## config.mk

```make
export PLATFORM = sky130hd
export DESIGN_NAME = div_seq
export DESIGN_NICKNAME = d
export VERILOG_FILES = /design/src/rtl/div_pkg.sv /design/src/rtl/div_step.sv /design/src/rtl/div_seq.sv
export SDC_FILE = /design/constraint.sdc
export NUM_CORES = 1
export LEC_CHECK = 0
export ABC_AREA = 0
export CAP_MARGIN = 20
export CORE_AREA = 2 2 97 99
export CTS_BUF_LIST = sky130_fd_sc_hd__clkbuf_16
export DETAILED_ROUTE_END_ITERATION = 16
export DIE_AREA = 0 0 99 101
export GPL_ROUTABILITY_DRIVEN = 0
export MAX_ROUTING_LAYER = met4
export SYNTH_ARGS = -nofsm -noshare
export SYNTH_HDL_FRONTEND = slang
export SYNTH_SLANG_ARGS = --single-unit
```

## constraint.sdc

```tcl
create_clock -name clk -period 3 [get_ports clk]
set_input_delay 0.3 -clock clk [delete_from_list [all_inputs] [get_ports clk]]
set_output_delay 0.3 -clock clk [all_outputs]
set_load 0.01 [all_outputs]
```

## src/rtl/div_pkg.sv

```systemverilog
// Shared widths and state type for the
// sequential restoring divider.
package div_pkg;
  localparam int NW = 16;
  localparam int DW = 8;
  localparam int CW = $clog2(NW);

  typedef enum logic {IDLE, CALC} div_state_t;
endpackage

```

## src/rtl/div_step.sv

```systemverilog
// One combinational restoring-division step:
// shift in a dividend bit, trial-subtract, restore.
module div_step
  import div_pkg::*;
(
  input  logic [DW:0]   pr,
  input  logic [DW-1:0] d,
  input  logic          bin,
  output logic [DW:0]   pr_next,
  output logic          qbit
);

  logic [DW:0] t;
  logic [DW:0] diff;
  logic        unused_msb;

  // pr stays below d after every step, so its MSB never carries data
  assign unused_msb = pr[DW];

  // trial subtraction in DW+1 bits, keep t when it would go negative
  always_comb begin
    t       = {pr[DW-1:0], bin};
    diff    = t - {1'b0, d};
    qbit    = (t >= {1'b0, d});
    pr_next = qbit ? diff : t;
  end

endmodule

```

## src/rtl/div_seq.sv

```systemverilog
// Sequential 16/8 unsigned restoring divider,
// one quotient bit per clock, start/ready handshake.
module div_seq
  import div_pkg::*;
(
  input  logic          clk,
  input  logic          rst_n,
  input  logic          start,
  input  logic [NW-1:0] n,
  input  logic [DW-1:0] d,
  output logic          ready,
  output logic [NW-1:0] q,
  output logic [DW-1:0] r,
  output logic          dz
);

  div_state_t    state;
  div_state_t    state_nx;
  logic [NW-1:0] nreg;
  logic [DW-1:0] dreg;
  logic [DW:0]   pr;
  logic [DW:0]   pr_nx;
  logic [CW-1:0] cnt;
  logic          qbit;
  logic [NW-1:0] q_nx;
  logic          last;

  div_step u_step (
    .pr      (pr),
    .d       (dreg),
    .bin     (nreg[NW-1]),
    .pr_next (pr_nx),
    .qbit    (qbit)
  );

  assign q_nx = {nreg[NW-2:0], qbit};
  assign last = (cnt == '0);

  // state register
  always_ff @(posedge clk or negedge rst_n) begin
    if (!rst_n) state <= IDLE;
    else        state <= state_nx;
  end

  // next state and handshake output
  always_comb begin
    state_nx = state;
    ready    = 1'b0;
    unique case (state)
      IDLE: begin
        ready = 1'b1;
        if (start) state_nx = CALC;
      end
      CALC: begin
        if (last) state_nx = IDLE;
      end
      default: state_nx = IDLE;
    endcase
  end

  // operand latch, iteration datapath and result registers
  always_ff @(posedge clk or negedge rst_n) begin
    if (!rst_n) begin
      nreg <= '0;
      dreg <= '0;
      pr   <= '0;
      cnt  <= '0;
      q    <= '0;
      r    <= '0;
      dz   <= 1'b0;
    end else begin
      unique case (state)
        IDLE: begin
          if (start) begin
            nreg <= n;
            dreg <= d;
            pr   <= '0;
            cnt  <= CW'(NW - 1);
          end
        end
        CALC: begin
          nreg <= q_nx;
          pr   <= pr_nx;
          cnt  <= cnt - 1'b1;
          if (last) begin
            q  <= (dreg == '0) ? '1 : q_nx;
            r  <= pr_nx[DW-1:0];
            dz <= (dreg == '0);
          end
        end
        default: ;
      endcase
    end
  end

endmodule
```

==> qor.json, run 1 <==
{
  "timing": {
    "tns_ns": 0,
    "max_freq_mhz": 446,
    "setup_viol": 0,
    "finalClockSkew_ns": 0.00516,
    "layout_min_cycle_time_ns": 2.24,
    "report.final.hold_viol_count": 0,
    "worst_slew_pin_slew_ns": 0.614,
    "rsz0062_at_grt": "no",
    "share_of_the_cycle_needed_by_the_critical_path_after_routing_pct": 74.8,
    "timing.slew.headroom_pct": 59.1,
    "final_max_slew_viol_count": 0
  },
  "final_layout": {
    "drive_above_1_share_pct": 10.1,
    "finalCoreUtilization_pct": 45.0,
    "antenna_cells_inserted": 0,
    "syn2layout_area_growth_pct": 30.9,
    "design.final.nets": 381
  },
  "drt": {
    "detailedRoute.firstPassIterationCount": 4,
    "routed_wl_um": 7220,
    "antenna_violating_nets_post_route": 0,
    "viasPerCell": 5.22,
    "route.detailed.drc": 0,
    "wl_per_cell_um": 15.7,
    "route.vias.total": 2395,
    "dr.first_iter.drc_count": 150
  },
  "clocking": {
    "h-tree-depth": 3,
    "clock_path_buffers": 2,
    "cts-buffers-inserted": 9,
    "postCtsSetupBuffers": 0,
    "cts_tree": "done",
    "cts_resized": 0,
    "clock_slew_at_the_register_clock_pins_of_the_worst_setup_and_hold_paths_ns": 0.06,
    "cts.sink_count": 62,
    "worst_skew_pair.late_latency_ns": 0.32,
    "cts_root_buf": "clkbuf_16"
  },
  "setup_path": {
    "timing.critical_path.cells": "inv_1 -> ha_1 -> inv_1 -> fa_1 -> a211o_1 -> a2111oi_2 -> a41oi_1 -> a22o_1 -> a21oi_1",
    "cpMaxStageDelayCell": "fa_1",
    "worstRegToRegCells": 9,
    "cp.required_ns": 3.25,
    "critical_path_peak_fanout": 4,
    "setup.worst_path.class": "reg2reg",
    "worst_r2r_startpoint": "nreg[15]",
    "worst_r2r_endpoint": "pr[6]",
    "worstPathArrival_ns": 2.49,
    "worst_setup_path_start_kind": "register",
    "critPathCaptureType": "register",
    "worst_setup_path_endpoint": "pr[6]",
    "worst_path_buffer_plus_inverter_count": 2,
    "timing.critical_path.from": "nreg[15]",
    "worst-r2r-setup-slack_ns": 0.76,
    "path_delay_family": "compound AO/OA/AOI/OAI gates",
    "cp_common_cell": "inv_1",
    "crit_cells": 9,
    "max_stage_delay_ns": 0.39
  },
  "power": {
    "leakage_nw": 1.72,
    "vdd.ir_drop.worst_v": 0.000412,
    "p_int_mw": 3.24,
    "p_sw_mw": 2.06,
    "power.density_cell_area_nw_per_um2": 1310,
    "clkPwrFrac_pct": 21.0,
    "pwr-share-comb_pct": 49.2,
    "p_seq_share_pct": 29.9,
    "power.share.switching_pct": 38.9
  },
  "grt": {
    "grt_start_max_net_pins": 48,
    "grt_antenna_before_repair": 0,
    "globalRouteOverflowTotal": 0,
    "grt_pass1_wl_um": 12200,
    "grt_util_all_layers_pct": 15.8,
    "first_global_vias": 2417
  },
  "synthesis": {
    "synth_seq_area_share_pct": 50.2,
    "netlist-cell-type-count": 56,
    "asyncSetResetFlopFracSynth_pct": 100,
    "synth.ff_latch_count": 62,
    "leading_area_contributor_after_synthesis": "dfrtp_1",
    "synth_nets": 326,
    "synth_top_area_share_pct": 50.2,
    "synthesis.area_um2": 3090,
    "synthesis.instances": 288,
    "ys_dominant_reg_cell": "dfrtp_1",
    "synth_edf_count": 0,
    "synth.area.top_cells": "dfrtp_1, mux2i_1, o22a_1",
    "warnings_synthesis": 0,
    "mean_instance_size_in_the_synthesized_netlist_um2": 10.7
  },
  "min_path": {
    "min_delay_path_class": "in2async"
  },
  "die": {
    "die_w_um": 99,
    "core_area_um2": 8980,
    "num_rows": 35,
    "boundaryPins": 53,
    "die_area_um2": 10000,
    "fp.dieH_um": 101,
    "starting_density_of_the_core_pct": 34.4
  },
  "run_status": {
    "run_status": "completed"
  },
  "place": {
    "place_hpwl_um": 5000,
    "place.port_buffers": 52
  },
  "run": {
    "drv.max_cap_violation_count": 0
  }
}
-- registers in the layout, summed over array words and instances (netlist names) --
| signal | flops |
|---|---|
| r | 8 |
| cnt | 4 |
| q | 16 |
| dz | 1 |
| nreg | 16 |
| state | 1 |
| pr | 8 |
| dreg | 8 |
-- routing by layer --
| layer | vias to the layer above | share of wire (%) | GRT usage (%) | routed length [µm] |
|---|---|---|---|---|
| met2 | 39 | 47 | 23.7 | 3360 |
| met3 | 7 | 2.9 | 3.26 | 207 |
| met5 | - | 0 | - | 0 |
| li1 | 1166 | - | - | - |
| met1 | 1183 | 49 | 21.6 | 3540 |
| met4 | 0 | 1.4 | 4.74 | 103 |
-- power by group through the flow --
| stage | registers, mW | logic [mW] | clock network, mW |
|---|---|---|---|
| final | 1.59 | 2.61 | 1.11 |
| after global routing | 1.64 | 2.90 | 1.17 |
| after CTS | 1.59 | 2.62 | 1.13 |
| after detailed placement | 1.60 | 2.61 | 0 |
| after global placement | 1.59 | 2.56 | 0 |
| after floorplan | 1.61 | 1.77 | 0 |
-- synth_stat cells (3+ instances only) --
library cell / count
dfrtp_1: 62
nand2_1: 31
o21ai_0: 23
a21oi_1: 19
mux2i_1: 15
o22a_1: 15
inv_1: 12
ha_1: 10
nor3_1: 9
clkbuf_1: 6
nor2_1: 6
a31oi_1: 5
buf_2: 5
o31ai_1: 5
a41oi_1: 3
and3_1: 3
nand3_1: 3
o32ai_1: 3
xnor2_1: 3
-- kinds of logic (layout without fill, tap and decap cells) --
family / Yosys count / count (layout) / share of synthesized area, %
and+or+nand+nor: 67 / 67 / 11.1
DFF: 62 / 62 / 50.2
adders and majority gates: 11 / 11 / 4.70
AOI/OAI and AO/OA: 97 / 97 / 22.9
buffers and inverters: 30 / 90 / 4.46
xor gates and xnor gates: 5 / 5 / 1.42
muxes: 16 / 16 / 5.22
-- worst min-delay path by stage --
stage,from,slack (ns),end
floorplan,rst_n,0.004,cnt[0]
global placement,rst_n,0.22,q[1]
detailed placement,rst_n,0.22,nreg[0]
CTS,rst_n,0.41,q[4]
global route,rst_n,0.45,nreg[3]
finish,rst_n,0.42,nreg[3]
-- stage by stage --
stage	cell area (µm²)	cells	setup slack [ns]	power [mW]	hold slack, ns
CTS	4040	459	0.755	5.34	0.411
finish	4040	459	0.756	5.31	0.416
floorplan	3090	288	0.911	3.38	0.00441
global route	4040	459	0.568	5.71	0.447
global placement	3710	442	0.800	4.15	0.217
detailed placement	3710	442	0.763	4.20	0.220
-- layout by cell type (no fill, tap or decap), drive strengths merged, types with 2 or more instances in the layout --
cell type,instances
a31o,2
mux2i,15
inv,15
nor3,9
o221ai,2
xnor2,3
dfrtp,62
o21a,2
o21ai,26
nand2b,2
and2,3
nand3,3
xor2,2
a211o,2
buf,8
o32ai,3
bufinv,2
a21oi,20
nor2b,2
ha,10
nor2,7
a211oi,3
a31oi,5
o31ai,5
and3,3
clkbuf,9
o22a,15
nand2,31
clkdlybuf4s50,51
a41oi,3
o32a,2
clkinv,3
-- layout make-up --
| type | count | area, µm² |
|---|---|---|
| fill | 850 | 4930 |
| sequential | 62 | 1550 |
| multi-input combinational | 196 | 1400 |
| timing repair buffer | 60 | 578 |
| clock buffer | 9 | 225 |
| tap | 111 | 139 |
| clock inverter | 7 | 97.6 |
| inverter | 14 | 52.6 |
-- repair_timing --
| action | 4_1_cts | 5_1_grt |
|---|---|---|
| endpoints found under the setup margin | 0 | 0 |
| hold endpoints to repair | 12 | 0 |
| hold buffers | 1 | 0 |
No activity file was read; power rests on OpenSTA's default activity.
==> run 2, diff against run 1 <==
clock period = 1.8 ns   (was 3 ns; I/O delays follow)
==> qor.json, run 2 (same netlist as run 1, synthesis figures left out) <==
{
  "run_status": {
    "run_status": "finished, violations left",
    "failed_checks": "negative setup slack"
  },
  "grt": {
    "grt_start_max_net_pins": {"value": 48, "change": "unchanged"},
    "globalRouteOverflowTotal": {"value": 0, "change": "unchanged"},
    "grt_antenna_before_repair": {"value": 0, "change": "unchanged"},
    "grt_pass1_wl": {"value": 13600, "unit": "µm", "change": "+11%"},
    "grt_util_all_layers": {"value": 18.0, "unit": "%", "change": "+2.3 points"},
    "first_global_vias": {"value": 2750, "change": "+14%"}
  },
  "run": {
    "drv.max_cap_violation_count": {"value": 0, "change": "unchanged"}
  },
  "place": {
    "place_hpwl": {"value": 5460, "unit": "µm", "change": "+9.2%"},
    "detailedPlace.worstSlack": {"value": -0.326, "unit": "ns", "change": "-1.09 ns"},
    "place.port_buffers": {"value": 52, "change": "unchanged"}
  },
  "setup_path": {
    "timing.critical_path.from": "nreg[15]",
    "cp.required": {"value": 2.06, "unit": "ns", "change": "-1.19 ns"},
    "critPathCaptureType": "register",
    "timing.critical_path.cells": "inv_2 -> ha_4 -> inv_2 -> fa_2 -> a211o_1 -> a2111oi_4 -> a41oi_2 -> a22o_1 -> a21oi_1",
    "path_delay_family": "compound AO/OA/AOI/OAI gates",
    "worstPathArrival": {"value": 2.37, "unit": "ns", "change": "-0.12 ns"},
    "critical_path_peak_fanout": {"value": 2, "change": "-2"},
    "setup.worst_path.class": "reg2reg",
    "worst_setup_path_start_kind": "register",
    "worst_path_buffer_plus_inverter_count": {"value": 2, "change": "unchanged"},
    "max_stage_delay": {"value": 0.38, "unit": "ns", "change": "about the same"},
    "cp_common_cell": "inv_2",
    "cpMaxStageDelayCell": "dfrtp_1",
    "worst_r2r_startpoint": "nreg[15]"
  },
  "die": {
    "core_area": {"value": 8980, "unit": "µm²", "change": "unchanged"},
    "die_w": {"value": 99, "unit": "µm", "change": "unchanged"},
    "die_area": {"value": 10000, "unit": "µm²", "change": "unchanged"},
    "starting_density_of_the_core": {"value": 34.4, "unit": "%", "change": "unchanged"},
    "fp.dieH": {"value": 101, "unit": "µm", "change": "unchanged"},
    "num_rows": {"value": 35, "change": "unchanged"},
    "boundaryPins": {"value": 53, "change": "unchanged"}
  },
  "timing": {
    "final.setup.worst_slack": {"value": -0.317, "unit": "ns", "change": "-1.07 ns"},
    "max_freq": {"value": 472, "unit": "MHz", "change": "+6.0%"},
    "setup_viol": {"value": 15, "change": "+15"},
    "rsz0062_at_grt": "yes",
    "worst_slew_pin_slew": {"value": 0.436, "unit": "ns", "change": "-0.178 ns"},
    "tns": {"value": -2.39, "unit": "ns", "change": "-2.39 ns"},
    "final_max_slew_viol_count": {"value": 0, "change": "unchanged"},
    "share_of_the_cycle_needed_by_the_critical_path_after_routing": {"value": 118, "unit": "%", "change": "+43 points"},
    "layout_min_cycle_time": {"value": 2.12, "unit": "ns", "change": "-0.127 ns"},
    "timing.slew.headroom": {"value": 70.9, "unit": "%", "change": "+12 points"},
    "finalClockSkew": {"value": 0.00776, "unit": "ns", "change": "+0.00261 ns"},
    "report.final.hold_viol_count": {"value": 0, "change": "unchanged"}
  },
  "power": {
    "vdd.ir_drop.worst": {"value": 0.00120, "unit": "V", "change": "+190%"},
    "power.density_cell_area": {"value": 2320, "unit": "nW/µm²", "change": "+77%"},
    "p_int": {"value": 6.72, "unit": "mW", "change": "+110%"},
    "p_sw": {"value": 4.24, "unit": "mW", "change": "+110%"},
    "pwr-share-comb": {"value": 58.8, "unit": "%", "change": "+9.6 points"},
    "p_seq_share": {"value": 24.3, "unit": "%", "change": "-5.6 points"},
    "power.share.switching": {"value": 38.7, "unit": "%", "change": "-0.14 points"},
    "leakage": {"value": 2.02, "unit": "nW", "change": "+17%"},
    "clkPwrFrac": {"value": 16.9, "unit": "%", "change": "-4.1 points"}
  },
  "clocking": {
    "cts_tree": "done",
    "clock_path_buffers": {"value": 2, "change": "unchanged"},
    "clock_slew_at_the_register_clock_pins_of_the_worst_setup_and_hold_paths": {"value": 0.06, "unit": "ns", "change": "about the same"},
    "cts.sink_count": {"value": 62, "change": "unchanged"},
    "cts-buffers-inserted": {"value": 9, "change": "unchanged"},
    "h-tree-depth": {"value": 3, "change": "unchanged"},
    "worst_skew_pair.late_latency": {"value": 0.33, "unit": "ns", "change": "about the same"},
    "cts_root_buf": "clkbuf_16"
  },
  "drt": {
    "detailedRoute.firstPassIterationCount": {"value": 4, "change": "unchanged"},
    "route.detailed.drc": {"value": 0, "change": "unchanged"},
    "route.vias.total": {"value": 2675, "change": "+12%"},
    "routed_wl": {"value": 8400, "unit": "µm", "change": "+16%"},
    "dr.first_iter.drc_count": {"value": 190, "change": "+27%"},
    "wl_per_cell": {"value": 16.4, "unit": "µm", "change": "+4.4%"},
    "viasPerCell": {"value": 5.22, "change": "+0.13%"},
    "antenna_violating_nets_post_route": {"value": 0, "change": "unchanged"}
  },
  "final_layout": {
    "most-common-layout-cells": "dfrtp_1, clkdlybuf4s50_1, buf_4",
    "drive_above_1_share": {"value": 30.9, "unit": "%", "change": "+21 points"},
    "antenna_cells_inserted": {"value": 0, "change": "unchanged"},
    "mostFrequentLayoutCell": "dfrtp_1",
    "design.final.nets": {"value": 434, "change": "+14%"},
    "syn2layout_area_growth_pct": 52.9,
    "finalCoreUtilization": {"value": 52.6, "unit": "%", "change": "+7.6 points"},
    "leading_registers_by_flop_count": "nreg (16), q (16)"
  },
  "min_path": {
    "min_delay_path_class": "in2async"
  }
}
[run 2: changes by cell type in the layout (fill, tap and decap cells not counted), sizes merged]
cell  change
buf      +53
[run 2: final cells by class]
class                   instances  area, µm²
inverters                      14       52.6
flip-flops and latches         62       1550
multi-input cells             196       1630
well taps                     111        139
clock inverters                 7       90.1
fillers                       785       4250
repair buffers                113       1040
clock buffers                   9        225
[run 2: power groups by stage]
stage	combinational (mW)	clock, mW	sequential, mW
floorplan	3.01	0	2.69
global placement	5.25	0	2.63
detailed placement	5.31	0	2.65
CTS	5.81	1.87	2.66
global route	7.04	1.94	2.77
finish	6.45	1.85	2.66
[run 2: path summary, 6_finish.rpt]
check / to / slack (ns) / cells after the start
min reg2reg: r[3] / 0.48 / 2
max: r[6] / -0.32 / 9
max in group asynchronous: q[11] / 0.78 / 4
min: pr[2] / 0.31 / 2
max reg2reg: r[6] / -0.32 / 9
min in group clk: dreg[5] / 0.41 / 3
[run 2: repair_timing]
action                     in CTS  in global routing
hold endpoints to repair       16                  0
setup endpoints to repair      18                 32
pin swaps                      15                  5
gates cloned                    0                  1
buffers inserted                7                  5
resized for setup              26                 19
hold buffers                    1                  0
[run 2: stage by stage]
stage                     power, mW  instances  area [µm²]  hold slack, ns
after floorplan                5.70        288        3110          -0.116
after global placement         7.88        483        4090           0.135
after detailed placement       7.95        483        4090           0.140
after CTS                      10.3        506        4560           0.326
after global routing           11.8        512        4720           0.365
final                          11.0        512        4720           0.315
[run 2: worst register-to-register path: stages, from the launching register on]
cell and delay (ns):
dfrtp_1 0.38, inv_2 0.09, ha_4 0.13, inv_2 0.04
fa_2 0.34, a211o_1 0.32, a2111oi_4 0.32, a41oi_2 0.06
a22o_1 0.23, a21oi_1 0.14
[run 2: metal layers]
metal / wire length (µm) / GRT usage, % / part of all wire (%) / vias to the layer above
met1: 3890 / 23.5 / 46 / 1309
met4: 188 / 7.17 / 2.2 / 0
met3: 291 / 3.61 / 3.5 / 15
met2: 4030 / 27.7 / 48 / 72
met5: 0 / - / 0 / -
li1: - / - / - / 1279
